==> src/rtl/seg_scan_driver.sv <==
// Purpose: time-multiplexed 8-digit seven-segment scanner; SEG_LZ_BLANK_EN enables leading-zero blanking.
// Latency: DIG/codeout follow the scan index and display register by one clk_50M cycle.
// Backpressure: none; load is a fire-and-forget strobe and new data is shown from the next frame.
module seg_scan_driver #(
   parameter int unsigned SCAN_DIV = 50000
) (
   input  logic        clk_50M,
   input  logic        clear_n,
   input  logic [31:0] bcd_in,
   input  logic        load,
   input  logic [7:0]  digit_en,
   output logic [7:0]  DIG,
   output logic [6:0]  codeout,
   output logic        frame_done
);

   localparam logic [15:0] DIV_LAST = 16'(SCAN_DIV - 1);

   logic [15:0] div_cnt;
   logic [2:0]  idx;
   logic [31:0] pending;
   logic [31:0] display;
   logic        wrap_q;
   logic        tc;
   logic        frame_tc;
   logic [3:0]  cur_code;
   logic        blank;
   logic [7:0]  dig_nxt;
   logic [6:0]  code_nxt;

   assign tc       = (div_cnt == DIV_LAST);
   assign frame_tc = tc && (idx == 3'd7);
   assign cur_code = display[{idx, 2'b00} +: 4];

   // Segment patterns a..g on [6]..[0]; codes above 9 render as a dash.
   function automatic logic [6:0] seg_decode(input logic [3:0] code);
      logic [6:0] s;
      case (code)
         4'd0:    s = 7'b1111110;
         4'd1:    s = 7'b0110000;
         4'd2:    s = 7'b1101101;
         4'd3:    s = 7'b1111001;
         4'd4:    s = 7'b0110011;
         4'd5:    s = 7'b1011011;
         4'd6:    s = 7'b1011111;
         4'd7:    s = 7'b1110000;
         4'd8:    s = 7'b1111111;
         4'd9:    s = 7'b1111011;
         default: s = 7'b0000001;
      endcase
      return s;
   endfunction

   // Slot divider, scan index and the pending/display double buffer.
   // Display only changes at the frame boundary so a frame is never torn;
   // a load landing on that same edge bypasses pending so it is not lost a frame.
   always_ff @(posedge clk_50M) begin
      if (!clear_n) begin
         div_cnt <= '0;
         idx     <= '0;
         pending <= '0;
         display <= '0;
         wrap_q  <= 1'b0;
      end else begin
         div_cnt <= tc ? 16'd0 : div_cnt + 16'd1;
         if (tc) idx <= idx + 3'd1;
         if (load) pending <= bcd_in;
         if (frame_tc) display <= load ? bcd_in : pending;
         wrap_q  <= frame_tc;
      end
   end

`ifdef SEG_LZ_BLANK_EN
   logic [7:0] lz_mask;
   logic       lz_run;

   // lz_mask[j] is set when digit j and every digit above it are zero; digit 0 is never blanked.
   always_comb begin
      lz_run  = 1'b1;
      lz_mask = '0;
      for (int j = 7; j >= 1; j--) begin
         lz_run     = lz_run & (display[j*4 +: 4] == 4'd0);
         lz_mask[j] = lz_run;
      end
   end

   assign blank = lz_mask[idx];
`else
   assign blank = 1'b0;
`endif

   // Next digit select and segments for the current slot; disabled digits stay dark.
   always_comb begin
      dig_nxt  = 8'hFF;
      code_nxt = 7'b0000000;
      if (digit_en[idx]) begin
         dig_nxt[idx] = 1'b0;
         code_nxt     = blank ? 7'b0000000 : seg_decode(cur_code);
      end
   end

   // Output registers; frame_done is delayed one extra stage to line up with the digit-0 DIG update.
   always_ff @(posedge clk_50M) begin
      if (!clear_n) begin
         DIG        <= 8'hFF;
         codeout    <= 7'b0000000;
         frame_done <= 1'b0;
      end else begin
         DIG        <= dig_nxt;
         codeout    <= code_nxt;
         frame_done <= wrap_q;
      end
   end

endmodule

==> config.mk <==
export PLATFORM = sky130hd
export DESIGN_NAME = seg_scan_driver
export DESIGN_NICKNAME = d
export VERILOG_FILES = /design/src/rtl/seg_scan_driver.sv
export SDC_FILE = /design/constraint.sdc
export NUM_CORES = 1
export LEC_CHECK = 0
export BUFFER_PORTS_ARGS = -buffer_cell sky130_fd_sc_hd__buf_2
export CAP_MARGIN = 20
export CELL_PAD_IN_SITES_DETAIL_PLACEMENT = 2
export CELL_PAD_IN_SITES_GLOBAL_PLACEMENT = 2
export CORE_ASPECT_RATIO = 0.9
export CORE_UTILIZATION = 34
export DETAILED_ROUTE_END_ITERATION = 12
export GPL_TIMING_DRIVEN = 1
export PLACE_DENSITY_LB_ADDON = 0.1
export SLEW_MARGIN = 20
export SYNTH_ARGS = -nofsm -noshare
export SYNTH_HDL_FRONTEND = slang
export SYNTH_SLANG_ARGS = --single-unit
==> constraint.sdc <==
create_clock -name clk_50M -period 6.61 [get_ports clk_50M]
set_input_delay 0.661 -clock clk_50M [delete_from_list [all_inputs] [get_ports clk_50M]]
set_output_delay 0.661 -clock clk_50M [all_outputs]
set_load 0.05 [all_outputs]
==> run_results.csv <==
group,metric,value,unit
clocking,cts.repair.resized,0,
clocking,cts.sinks,100,
clocking,cts-buffers-inserted,9,
job,drv_cap,0,
sta,slew_headroom,36.3,%
place,place_hpwl,6960,microns
die,die_w,120,microns
logic_synthesis,synth_compound_area_share,10.5,%
power_and_ir_drop,max-vdd-ir-drop,0.201,mV
global_routing,use_met1,20.6,%
global_routing,grt_pass1_wl,17100,microns
logic_synthesis,seq_area_frac_synth,46.9,%
cells_and_area,layout.nets,540,
global_routing,antenna_found_initial,0,
sta,fin_hold_ws,0.451,ns
clocking,cts_root_buffer,"clkbuf_16",
sta,slew_violations,0,
clocking,cts_tree,"done",
setup_path,required,6.85,ns
setup_path,setup.worst_path.start_class,"register",
routing,drc,0,
clocking,cts_setup_buffers,0,
logic_synthesis,synth_edf_count,0,
die,rows,38,
logic_synthesis,async_reset_ff_share,0,%
logic_synthesis,yosys-top-cells-area,"dfxtp_1 47%, mux2_2 5.8%, and2_1 5.3%",
status,status,"completed",
die,die_area,13000,sq um
sta,rsz0062_at_grt,"false",
logic_synthesis,synth-xor-area-share,3.08,%
sta,finClkSkew,0.00676,ns
global_routing,grt_usage,17.2,%
cells_and_area,syn2layout_area_growth,15.8,%
routing,vias,3152,
power_and_ir_drop,p_per_area,249,nW/um^2
global_routing,met2_usage,29.3,%
power_and_ir_drop,p_total,1.23,mW
power_and_ir_drop,p_leak,1.96,nW
logic_synthesis,avgSynthCellArea,9.62,sq um
die,initial_utilization,35.2,%
sta,tightest_slew,0.949,ns
sta,hold_viol_final,0,
logic_synthesis,ys_types,44,
setup_path,critPathKind,"reg -> reg",
global_routing,grt_max_degree,74,
logic_synthesis,syn_inst,444,
logic_synthesis,synth.area.mux_share,12.4,%
routing,first_pass_iters,4,
logic_synthesis,synth_common_cells,"100 x dfxtp_1, 55 x nand2_1, 36 x and2_1, 25 x nor2_1, 22 x mux2_2",
sta,setup_violations,0,
cells_and_area,drive_gt1_share,21.1,%
clocking,cts_htree_levels,3,
sta,fin_crit_sh,44.4,%
setup_path,critPathArrivalTime,3.18,ns
clocking,clockBufferDepth,2,
clocking,ctsHoldBuffers,0,
logic_synthesis,ys_ff_latch,100,
logic_synthesis,yosysTopAreaCellShare,46.9,%
global_routing,grt_busiest_layer,"met2",
routing,wirelength,10100,microns
die,pin_count,59,
place,portBuffers,58,
logic_synthesis,synth_top_family_by_area,"simple AND/OR/NAND/NOR gates",
clocking,insertion_delay,0.35,ns
sta,fin_crit,2.93,ns
global_routing,grt.overflow.total,0,
logic_synthesis,syn_nets,496,
logic_synthesis,synthFlopType,"dfxtp_1",
sta,fmax,341,MHz
global_routing,grt_pass1_vias,3461,
clocking,path_clk_slew,0.07,ns
routing,viasPerCell,4.83,
logic_synthesis,yosysWarnings,0,
routing,dr.first_iter.drc_count,125,
cells_and_area,diodes,0,
setup_path,end_kind,"register",
setup_path,cp_max_fo,24,
logic_synthesis,synthSimpleGateAreaFrac,20.4,%
die,die_h,108,microns
logic_synthesis,synth_area,4270,sq um
routing,drtAntennaViolNets,0,
routing,wl_per_cell,15.4,microns
logic_synthesis,synth_fa_ha_area_share,2.64,%
global_routing,use_met3,4.48,%
place,gp_congestion,0.761,
logic_synthesis,yosys.area.top_type,"dfxtp_1",
logic_synthesis,yosysMostFrequentCell,"dfxtp_1",
cells_and_area,fin_util,40.8,%
die,core,12100,sq um
sta,setup_tns,0,ns
min_path,hp-class,"reg -> reg",
[state kept, by name, indices dropped and copies added (netlist names)]
signal      count
display        32
pending        32
div_cnt        16
DIG             8
codeout         7
idx             3
frame_done      1
wrap_q          1
[critical path: stages, from the launching register on]
cell and delay (ns):
dfxtp_1 0.90, nor3_1 0.19, and2_1 0.21, a211oi_1 0.75, inv_1 0.20, ha_1 0.26
a221oi_1 0.31
[cells in the final DEF, fill, tap and decap left out, types with 10 or more instances in the layout]
master    netlist  final
mux2i_1        19     19
a21boi_1       16     16
nor2_1         25     25
dfxtp_1       100    100
and2_1         36     36
nand2_1        55     55
o21ai_0        13     13
buf_2           7     58
o21ai_1        15     15
nand3_1        10     10
mux2_2         22     22
nor2b_1        16     16
[metrics by stage]
stage	cell area, sq um	cells	setup WS (ns)
floorplan	4270	444	4.18
global placement	4640	637	3.57
detailed placement	4640	637	3.51
CTS	4940	653	3.47
global route	4940	653	3.31
finish	4940	653	3.68
[cell type report]
cell class | instances | area [sq um]
multi-input combinational | 307 | 2090
sequential | 100 | 2000
clock inverter | 4 | 47.5
timing repair buffer | 61 | 313
tap | 160 | 200
fill | 1335 | 7180
clock buffer | 12 | 256
inverter | 9 | 33.8
[where the power goes]
| part | switching, mW | internal (mW) |
|---|---|---|
| clock network | 0.225 | 0.313 |
| registers | 0.00470 | 0.618 |
| logic | 0.0375 | 0.0328 |
[layer usage]
metal	wire (microns)	share of wire, %
met1	4790	48
met2	4750	47
met3	363	3.6
met4	175	1.7
met5	0	0
[logic make-up after synthesis]
kind of cell             count (synthesis)
AO/OA/AOI/OAI                           70
XOR/XNOR                                15
adder cells (fa/ha/maj)                  9
buffers and inverters                   37
flip-flops                             100
multiplexers                            45
AND/OR/NAND/NOR                        168
[worst paths after layout]
path | start | endpoint | slack, ns | cells after the start
worst max register to register | idx[2] | codeout[0] | 3.68 | 6
worst min-delay path | display[23] | display[23] | 0.45 | 2
worst min register to register | display[23] | display[23] | 0.45 | 2
worst max-delay path | idx[2] | codeout[0] | 3.68 | 6
(Power assumes the default switching activity.)
